==> src/rtl/dpll_pkg.sv <==
// Shared constants, literal helpers and the streamer state encoding for the DPLL literal-stream blocks.
package dpll_pkg;

    localparam int LIT_END = 0;

    typedef enum logic [1:0] {
        IDLE = 2'd0,
        SCAN = 2'd1,
        EMIT = 2'd2,
        DONE = 2'd3
    } streamer_state_e;

    function automatic int lit_width(input int width);
        return width + 32'sd1;
    endfunction

    function automatic int var_index(input int lit);
        return (lit < 32'sd0) ? -lit : lit;
    endfunction

endpackage

==> src/rtl/clause_mem.sv <==
// Clause database storage: synchronous write port, combinational read port.
module clause_mem #(
    parameter int LW     = 5,
    parameter int DEPTH  = 64,
    parameter int ADDR_W = 6
) (
    input  logic              clk,
    input  logic              we,
    input  logic [ADDR_W-1:0] waddr,
    input  logic [LW-1:0]     wdata,
    input  logic [ADDR_W-1:0] raddr,
    output logic [LW-1:0]     rdata
);

    logic [LW-1:0] mem_r [DEPTH];

    // Write port
    always_ff @(posedge clk) begin
        if (we) begin
            mem_r[waddr] <= wdata;
        end
    end

    assign rdata = mem_r[raddr];

endmodule

==> src/rtl/literal_streamer.sv <==
// Replays the stored CNF clause database as a literal stream with reduced-form flags.
// Build option: SKIP_SATISFIED_EN suppresses literals that are not in reduced form.
module literal_streamer
    import dpll_pkg::*;
#(
    parameter int WIDTH    = 4,
    parameter int OUT_SIZE = 16,
    parameter int DEPTH    = 64,
    parameter int ADDR_W   = 6
) (
    input  logic                clk,
    input  logic                reset,
    input  logic                load_valid,
    input  logic [WIDTH:0]      load_literal,
    output logic                load_ready,
    output logic                overflow,
    input  logic                clear_db,
    input  logic                start,
    input  logic [OUT_SIZE-1:0] assign_true,
    input  logic [OUT_SIZE-1:0] assign_false,
    output logic                busy,
    output logic [WIDTH:0]      literal_out,
    output logic                literal_valid,
    output logic                literal_in_reduced_form,
    output logic                inputs_over
);

    localparam int              LW       = lit_width(WIDTH);
    localparam logic [LW-1:0]   MARKER   = LIT_END[LW-1:0];
    localparam logic [LW-1:0]   MOST_NEG = {1'b1, {WIDTH{1'b0}}};
    localparam logic [ADDR_W:0] PTR_ZERO = {(ADDR_W+1){1'b0}};
    localparam logic [ADDR_W:0] PTR_ONE  = {{ADDR_W{1'b0}}, 1'b1};
    localparam logic [ADDR_W:0] DEPTH_C  = DEPTH[ADDR_W:0];

    // {T, F} for the literal's variable; true wins, out-of-range and -2^WIDTH count as unassigned
    function automatic logic [1:0] lookup(input logic [LW-1:0] lit,
                                          input logic [OUT_SIZE-1:0] t,
                                          input logic [OUT_SIZE-1:0] f);
        int   v;
        logic t_bit;
        logic f_bit;
        v     = var_index(int'($signed(lit)));
        t_bit = 1'b0;
        f_bit = 1'b0;
        if (lit != MOST_NEG) begin
            for (int i = 0; i < OUT_SIZE; i++) begin
                if (i == v) begin
                    t_bit = t[i];
                    f_bit = f[i] & ~t[i];
                end
            end
        end
        return {t_bit, f_bit};
    endfunction

    function automatic logic lit_is_true(input logic [LW-1:0] lit, input logic [1:0] tf);
        return lit[LW-1] ? tf[0] : tf[1];
    endfunction

    function automatic logic lit_is_false(input logic [LW-1:0] lit, input logic [1:0] tf);
        return lit[LW-1] ? tf[1] : tf[0];
    endfunction

    streamer_state_e     state_r;
    logic [ADDR_W:0]     len_r;
    logic [ADDR_W:0]     cs_r;
    logic [ADDR_W:0]     ptr_r;
    logic [ADDR_W:0]     end_r;
    logic                sat_r;
    logic [LW-1:0]       first_lit_r;
    logic [OUT_SIZE-1:0] t_r;
    logic [OUT_SIZE-1:0] f_r;
    logic                load_ready_r;
    logic                overflow_r;
    logic                busy_r;
    logic [LW-1:0]       literal_out_r;
    logic                literal_valid_r;
    logic                reduced_r;
    logic                inputs_over_r;

    logic                we_s;
    logic [LW-1:0]       rd_data_s;
    logic                at_end_s;
    logic                cur_true_s;
    logic                cur_rf_s;
    logic                first_rf_s;
    logic                cur_valid_s;
    logic                first_valid_s;

    assign we_s = (state_r == IDLE) && !start && !clear_db && load_valid && load_ready_r;

    clause_mem #(
        .LW     (LW),
        .DEPTH  (DEPTH),
        .ADDR_W (ADDR_W)
    ) u_clause_mem (
        .clk   (clk),
        .we    (we_s),
        .waddr (len_r[ADDR_W-1:0]),
        .wdata (load_literal),
        .raddr (ptr_r[ADDR_W-1:0]),
        .rdata (rd_data_s)
    );

    // Literal evaluation against the snapshotted assignment
    always_comb begin
        at_end_s   = (ptr_r >= len_r) || (rd_data_s == MARKER);
        cur_true_s = lit_is_true(rd_data_s, lookup(rd_data_s, t_r, f_r));
        cur_rf_s   = !sat_r && !lit_is_false(rd_data_s, lookup(rd_data_s, t_r, f_r));
        first_rf_s = !sat_r && !lit_is_false(first_lit_r, lookup(first_lit_r, t_r, f_r));
`ifdef SKIP_SATISFIED_EN
        cur_valid_s   = cur_rf_s;
        first_valid_s = first_rf_s;
`else
        cur_valid_s   = 1'b1;
        first_valid_s = 1'b1;
`endif
    end

    // Pass sequencing, database bookkeeping and registered stream outputs
    always_ff @(posedge clk or negedge reset) begin
        if (!reset) begin
            state_r         <= IDLE;
            len_r           <= PTR_ZERO;
            cs_r            <= PTR_ZERO;
            ptr_r           <= PTR_ZERO;
            end_r           <= PTR_ZERO;
            sat_r           <= 1'b0;
            first_lit_r     <= {LW{1'b0}};
            t_r             <= {OUT_SIZE{1'b0}};
            f_r             <= {OUT_SIZE{1'b0}};
            load_ready_r    <= 1'b0;
            overflow_r      <= 1'b0;
            busy_r          <= 1'b0;
            literal_out_r   <= {LW{1'b0}};
            literal_valid_r <= 1'b0;
            reduced_r       <= 1'b0;
            inputs_over_r   <= 1'b0;
        end else begin
            case (state_r)
                IDLE: begin
                    if (start) begin
                        t_r          <= assign_true;
                        f_r          <= assign_false;
                        cs_r         <= PTR_ZERO;
                        ptr_r        <= PTR_ZERO;
                        sat_r        <= 1'b0;
                        busy_r       <= 1'b1;
                        load_ready_r <= 1'b0;
                        if (len_r == PTR_ZERO) begin
                            state_r       <= DONE;
                            inputs_over_r <= 1'b1;
                        end else begin
                            state_r <= SCAN;
                        end
                    end else if (clear_db) begin
                        len_r        <= PTR_ZERO;
                        overflow_r   <= 1'b0;
                        load_ready_r <= (PTR_ZERO < DEPTH_C);
                    end else if (load_valid && load_ready_r) begin
                        len_r        <= len_r + PTR_ONE;
                        load_ready_r <= ((len_r + PTR_ONE) < DEPTH_C);
                    end else begin
                        if (load_valid && (len_r >= DEPTH_C)) begin
                            overflow_r <= 1'b1;
                        end
                        load_ready_r <= (len_r < DEPTH_C);
                    end
                end
                SCAN: begin
                    if (!at_end_s) begin
                        sat_r <= sat_r | cur_true_s;
                        if (ptr_r == cs_r) begin
                            first_lit_r <= rd_data_s;
                        end
                        ptr_r <= ptr_r + PTR_ONE;
                    end else if (ptr_r == cs_r) begin
                        // Empty clause: skip its marker without emitting
                        cs_r  <= ptr_r + PTR_ONE;
                        ptr_r <= ptr_r + PTR_ONE;
                        sat_r <= 1'b0;
                        if ((ptr_r + PTR_ONE) >= len_r) begin
                            state_r       <= DONE;
                            inputs_over_r <= 1'b1;
                        end else begin
                            state_r <= SCAN;
                        end
                    end else begin
                        // First literal was captured during the scan so it can go out now
                        state_r         <= EMIT;
                        end_r           <= ptr_r;
                        ptr_r           <= cs_r + PTR_ONE;
                        literal_out_r   <= first_lit_r;
                        literal_valid_r <= first_valid_s;
                        reduced_r       <= first_rf_s;
                    end
                end
                EMIT: begin
                    if (ptr_r < end_r) begin
                        literal_out_r   <= rd_data_s;
                        literal_valid_r <= cur_valid_s;
                        reduced_r       <= cur_rf_s;
                        ptr_r           <= ptr_r + PTR_ONE;
                    end else begin
                        literal_out_r   <= {LW{1'b0}};
                        literal_valid_r <= 1'b0;
                        reduced_r       <= 1'b0;
                        cs_r            <= end_r + PTR_ONE;
                        ptr_r           <= end_r + PTR_ONE;
                        sat_r           <= 1'b0;
                        if ((end_r + PTR_ONE) >= len_r) begin
                            state_r       <= DONE;
                            inputs_over_r <= 1'b1;
                        end else begin
                            state_r <= SCAN;
                        end
                    end
                end
                DONE: begin
                    inputs_over_r <= 1'b0;
                    busy_r        <= 1'b0;
                    load_ready_r  <= (len_r < DEPTH_C);
                    state_r       <= IDLE;
                end
                default: begin
                    state_r         <= IDLE;
                    literal_valid_r <= 1'b0;
                    inputs_over_r   <= 1'b0;
                    busy_r          <= 1'b0;
                end
            endcase
        end
    end

    assign load_ready              = load_ready_r;
    assign overflow                = overflow_r;
    assign busy                    = busy_r;
    assign literal_out             = literal_out_r;
    assign literal_valid           = literal_valid_r;
    assign literal_in_reduced_form = reduced_r;
    assign inputs_over             = inputs_over_r;

endmodule

==> config.mk <==
export PLATFORM = sky130hd
export DESIGN_NAME = literal_streamer
export DESIGN_NICKNAME = d
export VERILOG_FILES = /design/src/rtl/dpll_pkg.sv /design/src/rtl/clause_mem.sv /design/src/rtl/literal_streamer.sv
export SDC_FILE = /design/constraint.sdc
export NUM_CORES = 1
export LEC_CHECK = 0
export ABC_CLOCK_PERIOD_IN_PS = 4400
export BUFFER_PORTS_ARGS = -buffer_cell sky130_fd_sc_hd__buf_4
export CAP_MARGIN = 20
export CORE_MARGIN = 3
export CORE_UTILIZATION = 40
export CTS_CLUSTER_SIZE = 20
export DETAILED_ROUTE_END_ITERATION = 16
export PLACE_DENSITY_LB_ADDON = 0.1
export SETUP_SLACK_MARGIN = 0.15
export SLEW_MARGIN = 25
export SYNTH_ARGS = -nofsm -noshare
export SYNTH_HDL_FRONTEND = slang
export SYNTH_SLANG_ARGS = --single-unit
==> constraint.sdc <==
create_clock -name clk -period 4.4 [get_ports clk]
set_input_delay 0 -clock clk [delete_from_list [all_inputs] [get_ports clk]]
set_output_delay 0 -clock clk [all_outputs]
set_load 0.005 [all_outputs]
==> results of run 1 <==
==> where the power goes <==
part	internal [mW]	leakage, nW	switching [mW]	total, mW
Combinational	2.62	3.18	3.25	5.87
Clock	2.11	0.678	1.54	3.65
Sequential	4.38	3.86	0.340	4.72
==> layout make-up <==
type	instances	area share [%]
clock buffers	51	4.98
multi-input cells	821	29.9
repair buffers	189	7.52
flip-flops and latches	399	52.2
well taps	600	3.38
clock inverters	28	1.34
inverters	43	0.726
==> per-layer routing <==
| metal | up-vias | global-route usage (%) | routed length (microns) |
|---|---|---|---|
| met2 | 344 | 34.6 | 25300 |
| met4 | 0 | 6.65 | 1480 |
| met3 | 87 | 3.44 | 2810 |
| met5 | - | 0 | 0 |
| met1 | 6095 | 27.3 | 21800 |
| li1 | 5448 | - | - |
==> worst max path at each step <==
stage	start	end	slack, ns	cells past startpoint
floorplan	ptr_r[0]	sat_r	0.48	20
global placement	ptr_r[0]	sat_r	0.14	17
detailed placement	ptr_r[0]	sat_r	0.11	15
CTS	ptr_r[0]	sat_r	0.18	16
global route	ptr_r[0]	sat_r	0.12	18
finish	ptr_r[0]	literal_in_reduced_form	0.33	16
==> logic make-up (layout without fill, tap and decap cells) <==
| kind of cell | after synthesis | in the layout | synth area share, % |
|---|---|---|---|
| AND/OR/NAND/NOR | 376 | 376 | 9.50 |
| XOR/XNOR | 24 | 24 | 1.13 |
| flip-flops | 399 | 399 | 62.0 |
| buffers and inverters | 111 | 311 | 2.89 |
| multiplexers | 170 | 170 | 13.4 |
| AO/OA/AOI/OAI | 211 | 211 | 8.36 |
| adder cells (fa/ha/maj) | 40 | 40 | 2.68 |
==> cell usage in the layout, fill, tap and decap left out, types with 41 or more instances in the layout <==
master / n
o21ai_0: 48
edfxtp_1: 320
nand3_1: 59
mux2_2: 45
dfrtp_1: 76
mux2i_1: 61
nor2_1: 112
nand2_1: 98
dlygate4sd3_1: 41
clkbuf_16: 44
buf_4: 136
mux4_2: 59
==> what timing repair did <==
item | 4_1_cts | 5_1_grt
endpoints found under the hold margin | 141 | 0
setup buffers | 1 | 11
setup endpoints to repair | 1 | 3
hold buffers | 41 | 0
pin swaps | 1 | 9
gates cloned | 0 | 2
resized for setup | 3 | 15
==> registers in the layout (all words and copies together) (netlist names), 2 cells and up <==
name	cells
cs_r	7
end_r	7
f_r	16
first_lit_r	5
len_r	7
literal_out	5
ptr_r	7
state_r	2
t_r	16
u_clause_mem.mem_r	320
==> per-stage QoR <==
step	utilization (%)	worst slack, ns	power, mW	instances
floorplan	-	0.475	8.52	1331
global placement	44.0	0.143	10.3	1997
detailed placement	44.0	0.110	10.4	1997
CTS	48.1	0.181	14.1	2118
global route	48.5	0.117	15.0	2131
finish	48.5	0.331	14.2	2131
==> worst max-delay path, delay by kind of cell (launching register included) <==
kind	cells	cell delay, ns
flops	1	0.49
buf+inv	4	0.71
simple gates	6	1.41
compound gates	5	0.81
mux	1	0.56
==> metrics.yaml, run 1 <==
sta:
  hold_slack_ns: 0.00692
  maxSlewViolCount: 0
  setup_viol: 0
  layout_min_cycle_time_ns: 4.07
  tns_ns: 0
  slew_headroom_pct: 40.7
  hold_violations: 0
  fmax_mhz: 246
  fin_skew_ns: 0.0149
  worstMarginPinSlew_ns: 0.890
  fin_crit_sh_pct: 92.5
  grt_setup_unrepaired: "false"
flow_run:
  max_cap_viol_count: 0
worst_setup_path:
  r2r_cells: 16
  cp_cell_sequence: "buf_4 -> clkbuf_16 -> mux4_2 -> a22oi_1 -> a31oi_1 -> nor4_2 -> buf_4 -> nand2_2 -> nor3_2 -> nor2_1 -> buf_4 -> or4_1 -> o311ai_2 -> o211ai_2 -> a21o_1 -> nand3_1"
  critPathMaxStageDelay_ns: 0.56
  worstPathArrival_ns: 4.59
  reg2reg_from: "ptr_r[0]"
  critPathSlowestCell: "mux4_2"
  crit_fanout: 10
  endpoint_kind: "register"
  cp.required_ns: 4.92
  cp-start-kind: "register"
  path_class: "reg2reg"
  crit_top_cell: "buf_4"
  r2r-end: "literal_in_reduced_form"
  reg2reg_slack_ns: 0.33
drt:
  drt_iter0_drc: 935
  antenna_left: 0
  vias_per_cell: 5.62
  wl_per_cell_microns: 24.1
  dr.pass1.iters: 5
  drc: 0
  totalWireLength_microns: 51400
  vias: 12000
yosys:
  synth_edf_count: 320
  synth_area_leaders: "edfxtp_1, dfrtp_1, mux4_2"
  ys_ff_latch: 399
  asyncSetResetFlopFracSynth_pct: 19.8
  syn_area_sq_mm: 0.0187
  yosysSeqAreaShare_pct: 62.0
  synthFlopType: "edfxtp_1"
  yosysTopAreaCell: "edfxtp_1"
  synthCells: 1331
  synth_commonest_cells: "edfxtp_1, nor2_1, nand2_1"
  syn_area_per_cell_sq_um: 14.0
  synth_cell_types: 83
  synth.most_common_cell: "edfxtp_1"
  yosysWarnings: 0
  yosys.area.top_type_share_pct: 51.5
  syn_nets: 1413
min_path:
  hp-class: "in2reg"
  min_to: "u_clause_mem.mem_r[8][3]"
  holdPathStages: 1
  min_from: "load_literal[3]"
floorplan:
  fp-row-count: 78
  initial_core_util_pct: 40.8
  ioPinCount: 53
  die_width_microns: 222
  fp.dieArea_sq_mm: 0.0493
  die_h_microns: 222
  fp.coreArea_sq_mm: 0.0458
place:
  portBuffers: 52
  dp_hpwl_microns: 34100
  place_area_sq_mm: 0.0202
  gp_congestion: 0.827
clock_network:
  cts_root_buffer: "clkbuf_16"
  clkTransAtPathRegs_ns: 0.06
  clk_path_buf_depth: 3
  clk_latency_ns: 0.58
  numCtsBuffers: 43
  cts_tree: "done"
  cts_sinks: 399
  htreeDepth: 2
cells_and_area:
  drive_above_1_share_pct: 23.3
  nets: 1579
  multiInputGateArea_sq_mm: 0.00664
  syn2layout_area_growth_pct: 19.0
  diodes: 0
  seq_area_sq_mm: 0.0116
  n_fill_cell: 3937
  design_area_sq_mm: 0.0222
power:
  irDropWorstVdd_mv: 0.409
  p_leak_nw: 7.71
  p_per_area_mw_per_mm2: 641
grt:
  grt_antenna_before_repair: 0
  grt_pass1_wl_microns: 76900
  grt_start_max_net_pins: 67
  overflow: 0
  grt_pass1_vias: 12000
  grt_usage_pct: 20.6
status:
  status: "complete, no violations"
Power figures use the tool's default switching activity.
==> run 2, diff against run 1 <==
CORE_UTILIZATION = 26   (was 40)
==> run 2 against run 1 <==
Net effect:
- via count increased by 0.71%
- worst setup slack got worse by 0.094 ns
- die area increased by 52%
- combinational power increased by 12%
- clock skew increased by 0.023 ns
- critical path depth increased by 3
- power increased by 7.9%
- global-route usage decreased by 5.1 points
- clock-buffer cell count decreased by 3
- clock power increased by 11%
- maximum frequency decreased by 2.3%
- sequential share of layout area decreased by 3.2 points
- critical path type unchanged
- highest routed layer unchanged
==> metrics.yaml, run 2 (same netlist as run 1, synthesis figures left out) <==
floorplan:
  fp-row-count: 97  # was 78
  initial_core_util_pct: 26.4  # was 40.8%
  ioPinCount: 53  # unchanged
  die_h_microns: 274  # was 222 microns
  die_width_microns: 274  # was 222 microns
  fp.dieArea_sq_mm: 0.0751  # was 0.0493 sq mm
  fp.coreArea_sq_mm: 0.0706  # was 0.0458 sq mm
drt:
  dr.pass1.iters: 5  # unchanged
  totalWireLength_microns: 58400  # was 51,400 microns
  drt_iter0_drc: 967  # was 935
  drc: 0  # unchanged
  vias_per_cell: 4.75  # was 5.62
  antenna_left: 0  # unchanged
  wl_per_cell_microns: 23.0  # was 24.1 microns
  vias: 12100  # was 12,000
cells_and_area:
  layout_commonest_cell: "edfxtp_1"  # unchanged
  reg_top3: "u_clause_mem.mem_r: 320 flops, f_r: 16 flops, t_r: 16 flops"  # unchanged
  diodes: 0  # unchanged
  n_fill_cell: 6989  # was 3,937
  layout.cells.most_common_list: "edfxtp_1, buf_4, nor2_1, nand2_1, dfrtp_1"  # unchanged
  postLayoutCoreUtil_pct: 33.5  # was 48.5%
  fin_cells: 2540  # was 2,131
  syn2layout_area_growth_pct: 26.7  # was 19.0%
  seq_area_sq_mm: 0.0116  # unchanged
  largest_reg_flops: 320  # unchanged
  regMostFlops: "u_clause_mem.mem_r"  # unchanged
  design_area_sq_mm: 0.0237  # was 0.0222 sq mm
  multiInputGateArea_sq_mm: 0.00681  # was 0.00664 sq mm
  drive_above_1_share_pct: 28.4  # was 23.3%
  nets: 1644  # was 1,579
grt:
  grt_pass1_vias: 12400  # was 12,000
  grt_antenna_before_repair: 0  # unchanged
  grt_start_max_net_pins: 65  # was 67
  overflow: 0  # unchanged
  grt_usage_pct: 15.5  # was 20.6%
  grt_pass1_wl_microns: 85500  # was 76,900 microns
worst_setup_path:
  cp_cell_sequence: "buf_12 -> buf_16 -> mux4_2 -> mux2i_2 -> o2bb2ai_2 -> nor4_4 -> a41oi_4 -> buf_6 -> inv_2 -> buf_4 -> o21ai_4 -> o221ai_1 -> or2_1 -> buf_4 -> o211a_1 -> a211oi_2 -> a22oi_2 -> o32a_1 -> o31ai_2"  # was buf_4 -> clkbuf_16 -> mux4_2 -> a22oi_1 -> a31oi_1 -> nor4_2 -> buf_4 -> nand2_2 -> nor3_2 -> nor2_1 -> buf_4 -> or4_1 -> o311ai_2 -> o211ai_2 -> a21o_1 -> nand3_1
  worstPathArrival_ns: 4.66  # was 4.59 ns
  crit_fanout: 7  # was 10
  worstPathBufferInverterCount: 6  # was 4
  crit_top_cell: "buf_4"  # unchanged
  r2r_cells: 19  # was 16
  critical_path_cell_count: 19  # was 16
  path_delay_family: "compound AO/OA/AOI/OAI gates"  # was simple AND/OR/NAND/NOR gates
  path_class: "reg2reg"  # unchanged
  endpoint_kind: "register"  # unchanged
  cp-start-kind: "register"  # unchanged
  critPathSlowestCell: "dfrtp_4"  # was mux4_2
  cp.required_ns: 4.89  # was 4.92 ns
  critPathMaxStageDelay_ns: 0.52  # was 0.56 ns
sta:
  maxSlewViolCount: 0  # unchanged
  hold_violations: 0  # unchanged
  fin_crit_sh_pct: 94.6  # was 92.5%
  fmax_mhz: 240  # was 246 MHz
  hold_slack_ns: 0.192  # was 0.00692 ns
  fin_skew_ns: 0.0375  # was 0.0149 ns
  grt_setup_unrepaired: "true"  # was false
  slew_headroom_pct: 41.6  # was 40.7%
  tns_ns: 0  # unchanged
  layout_min_cycle_time_ns: 4.16  # was 4.07 ns
  worstMarginPinSlew_ns: 0.876  # was 0.890 ns
  setup_viol: 0  # unchanged
power:
  seqPwrFrac_pct: 30.8  # was 33.1%
  irDropWorstVdd_mv: 0.349  # was 0.409 mV
  p_clk_share_pct: 26.3  # was 25.6%
  p_per_area_mw_per_mm2: 649  # was 641 mW/mm^2
  combPwrFrac_pct: 42.9  # was 41.2%
  swShare_pct: 36.3  # was 36.0%
  internal_power_mw: 9.78  # was 9.11 mW
  switchingPower_mw: 5.58  # was 5.13 mW
  p_leak_nw: 8.21  # was 7.71 nW
clock_network:
  numCtsBuffers: 47  # was 43
  clk_latency_ns: 0.61  # was 0.58 ns
  cts_sinks: 399  # unchanged
  clk_path_buf_depth: 3  # unchanged
  htreeDepth: 2  # unchanged
  cts_tree: "done"  # unchanged
  clkTransAtPathRegs_ns: 0.06  # about the same
  cts_root_buffer: "clkbuf_16"  # unchanged
place:
  place_area_sq_mm: 0.0209  # was 0.0202 sq mm
  gp_congestion: 0.806  # was 0.827
  place_inst: 2378  # was 1,997
  portBuffers: 52  # unchanged
  dp_hpwl_microns: 39200  # was 34,100 microns
min_path:
  hp-class: "in2reg"  # unchanged
  holdPathStages: 3  # was 1
status:
  status: "complete, no violations"  # unchanged
flow_run:
  max_cap_viol_count: 0  # unchanged
[run 2: through the flow]
stage               worst slack (ns)  power (mW)
detailed placement           -0.0491        10.7
global placement             -0.0599        10.7
global route                  0.0666        16.3
finish                         0.237        15.4
CTS                            0.152        15.2
floorplan                      0.475        8.52
[run 2: worst reg2reg max path: stages (launching register included)]
cell and delay (ns):
dfrtp_4 0.52, buf_12 0.14, buf_16 0.13, mux4_2 0.52
mux2i_2 0.20, o2bb2ai_2 0.18, nor4_4 0.11, a41oi_4 0.28
buf_6 0.16, inv_2 0.04, buf_4 0.15, o21ai_4 0.18
o221ai_1 0.12, or2_1 0.29, buf_4 0.18, o211a_1 0.12
a211oi_2 0.20, a22oi_2 0.13, o32a_1 0.35, o31ai_2 0.06
[run 2: power by group through the flow]
stage | clock network, mW | logic [mW] | registers [mW]
2_1_floorplan | 0 | 3.88 | 4.64
3_3_place_gp | 0 | 5.94 | 4.80
3_5_place_dp | 0 | 5.92 | 4.81
4_1_cts | 4.18 | 6.26 | 4.74
5_1_grt | 4.34 | 7.16 | 4.78
6_report | 4.04 | 6.59 | 4.72
[run 2: layer usage]
metal  part of all wire (%)  GRT usage, %  vias to the layer above
li1                       -             -                     5573
met1                     45          20.9                     6173
met2                     49          25.9                      242
met3                    3.9          2.30                       71
met4                    2.3          4.01                        0
met5                      0         0.263                        -
[run 2: layout make-up]
class	count	area share [%]
sequential	399	49.0
multi-input combinational	821	28.8
timing repair buffer	250	9.71
clock buffer	48	4.99
tap	940	4.97
clock inverter	39	1.84
inverter	43	0.682
[run 2: worst paths after layout]
kind,slack (ns),end,startpoint
max,0.24,sat_r,ptr_r[0]
min,0.19,f_r[9],assign_false[9]
max reg2reg,0.24,sat_r,ptr_r[0]
min reg2reg,0.49,literal_out[1],literal_out[1]
max in group asynchronous,3.31,t_r[4],reset
min in group asynchronous,0.50,ptr_r[1],reset
[run 2: timing repair]
action / 4_1_cts / 5_1_grt
hold buffers: 44 / 0
setup buffers: 15 / 12
setup endpoints to repair: 3 / 4
hold endpoints to repair: 178 / 0
gates resized for setup: 19 / 42
cloned: 3 / 1
pin swaps: 3 / 20
==> run 3, diff against run 2 <==
ABC_CLOCK_PERIOD_IN_PS = 4100   (was 4400)
clock period = 4.1 ns   (was 4.4 ns; I/O delays follow)
==> run 3 against run 2 <==
Net effect:
- the run now ends with setup timing left
- critical endpoint unchanged
- largest cell class unchanged
- die area is the same
- power grew 13%
- combinational power rose by 17%
- critical path type unchanged
- wire length about the same
- global-route usage grew 0.075 points
- clock power grew 12%
- non-clock buffer count rose by 75
- clock-buffer cell count increased by 12
- via count up 2.2%
==> metrics.yaml, run 3 (same netlist as run 1, synthesis figures left out) <==
clock_network:
  htreeDepth: 2  # unchanged
  clkTransAtPathRegs_ns: 0.06  # about the same
  clk_latency_ns: 0.62  # was 0.61 ns
  cts_sinks: 399  # unchanged
  cts_tree: "done"  # unchanged
  cts_root_buffer: "clkbuf_16"  # unchanged
  numCtsBuffers: 48  # was 47
  clk_path_buf_depth: 3  # unchanged
sta:
  fin_ws_ns: -0.0998  # was 0.237 ns
  fmax_mhz: 238  # was 240 MHz
  hold_slack_ns: 0.169  # was 0.192 ns
  slew_headroom_pct: 49.1  # was 41.6%
  hold_violations: 0  # unchanged
  maxSlewViolCount: 0  # unchanged
  fin_crit_sh_pct: 102  # was 94.6%
  fin_skew_ns: 0.0528  # was 0.0375 ns
  tns_ns: -0.163  # was 0 ns
  setup_viol: 2  # was 0
  worstMarginPinSlew_ns: 0.764  # was 0.876 ns
  layout_min_cycle_time_ns: 4.20  # was 4.16 ns
  grt_setup_unrepaired: "true"  # unchanged
worst_setup_path:
  endpoint_kind: "register"  # unchanged
  crit_fanout: 8  # was 7
  cp.required_ns: 4.62  # was 4.89 ns
  cp-start-kind: "register"  # unchanged
  path_class: "reg2reg"  # unchanged
  worstPathArrival_ns: 4.72  # was 4.66 ns
cells_and_area:
  regMostFlops: "u_clause_mem.mem_r"  # unchanged
  syn2layout_area_growth_pct: 30.2  # was 26.7%
  fin_cells: 2616  # was 2,540
  diodes: 0  # unchanged
  reg_top3: "u_clause_mem.mem_r: 320 flops, f_r: 16 flops, t_r: 16 flops"  # unchanged
  layout.cells.most_common_list: "edfxtp_1, buf_4, nor2_1, nand2_1, dfrtp_1"  # unchanged
  drive_above_1_share_pct: 31.9  # was 28.4%
  largest_reg_flops: 320  # unchanged
  n_fill_cell: 6907  # was 6,989
  layout_commonest_cell: "edfxtp_1"  # unchanged
  nets: 1720  # was 1,644
  postLayoutCoreUtil_pct: 34.4  # was 33.5%
floorplan:
  initial_core_util_pct: 26.4  # unchanged
  fp.dieArea_sq_mm: 0.0751  # unchanged
  die_width_microns: 274  # unchanged
  fp.coreArea_sq_mm: 0.0706  # unchanged
  fp-row-count: 97  # unchanged
  ioPinCount: 53  # unchanged
  die_h_microns: 274  # unchanged
place:
  dp_hpwl_microns: 40100  # was 39,200 microns
  portBuffers: 52  # unchanged
  gp_congestion: 0.792  # was 0.806
  place_inst: 2448  # was 2,378
grt:
  grt_usage_pct: 15.5  # about the same
  overflow: 0  # unchanged
  grt_antenna_before_repair: 1  # was 0
  grt_start_max_net_pins: 65  # unchanged
  grt_pass1_wl_microns: 86400  # was 85,500 microns
  grt_pass1_vias: 12800  # was 12,400
drt:
  vias: 12300  # was 12,100
  drc: 0  # unchanged
  totalWireLength_microns: 58400  # about the same
  vias_per_cell: 4.71  # was 4.75
  wl_per_cell_microns: 22.3  # was 23.0 microns
  dr.pass1.iters: 5  # unchanged
  antenna_left: 0  # unchanged
  drt_iter0_drc: 825  # was 967
status:
  status: "finished with violations"  # was complete, no violations
  violations: "setup timing"
power:
  irDropWorstVdd_mv: 0.387  # was 0.349 mV
  p_per_area_mw_per_mm2: 712  # was 649 mW/mm^2
  p_leak_nw: 8.63  # was 8.21 nW
flow_run:
  max_cap_viol_count: 0  # unchanged
min_path:
  hp-class: "in2reg"  # unchanged
==> run 3: cell types whose count changed in the layout (fill, tap and decap cells not counted), sizes merged <==
cell / change
buf: +75
bufinv: +3
clkbuf: +12
clkinv: -15
clkinvlp: -1
inv: +2
==> run 3: layer usage <==
layer  GRT usage, %  wire, microns
met3           1.91           1880
met5              0              0
met2           26.0          28400
met4           4.41           1420
met1           21.1          26800
==> run 3: per-stage QoR <==
step	worst slack, ns	cell area, sq um	power [mW]
after floorplan	0.175	18700	9.14
after CTS	-0.0630	24100	17.3
after detailed placement	-0.446	21500	12.0
after global placement	-0.461	21500	12.0
final	-0.0998	24300	17.3
after global routing	-0.320	24300	18.3
==> run 3: power breakdown <==
part           internal [mW]  switching, mW  leakage (nW)
logic                   3.74           3.97          3.96
clock network           2.75           1.79         0.810
registers               4.70          0.352          3.86
==> run 3: repair_timing <==
| item | in CTS | in global routing |
|---|---|---|
| buffers inserted | 20 | 14 |
| pin swaps | 31 | 14 |
| cloned | 1 | 1 |
| hold endpoints to repair | 259 | 0 |
| setup endpoints to repair | 16 | 24 |
| gates resized for setup | 54 | 31 |
| hold buffers | 44 | 0 |
==> run 3: worst max-delay path, stage by stage (launching register included) <==
cell	delay [ns]
dfrtp_4	0.53
buf_12	0.16
buf_8	0.11
mux4_2	0.58
a22oi_2	0.20
a31oi_1	0.13
buf_4	0.16
nor4_4	0.30
buf_4	0.20
nand2_4	0.06
nor2_4	0.17
o32ai_4	0.12
buf_6	0.15
nand2b_1	0.21
o211a_1	0.26
a211oi_2	0.22
a22oi_2	0.12
o32a_1	0.35
o31ai_2	0.06
==> run 3: path summary, 6_finish.rpt <==
path	startpoint	endpoint	slack [ns]	depth (start not counted)
setup / recovery	ptr_r[0]	sat_r	-0.1	18
hold / removal	assign_true[6]	t_r[6]	0.17	3
setup reg to reg	ptr_r[0]	sat_r	-0.1	18
hold reg to reg	literal_out[4]	literal_out[4]	0.48	2
max in group asynchronous	reset	f_r[6]	3.09	4
min in group asynchronous	reset	sat_r	0.49	4
==> run 3: area by class of cell <==
type | count | area [sq um] | area share, %
Sequential cell | 399 | 11600 | 47.7
Inverter | 43 | 164 | 0.674
Clock buffer | 60 | 1250 | 5.13
Tap cell | 940 | 1180 | 4.84
Timing Repair Buffer | 325 | 2850 | 11.7
Multi-Input combinational cell | 821 | 6840 | 28.1
Clock inverter | 28 | 437 | 1.80
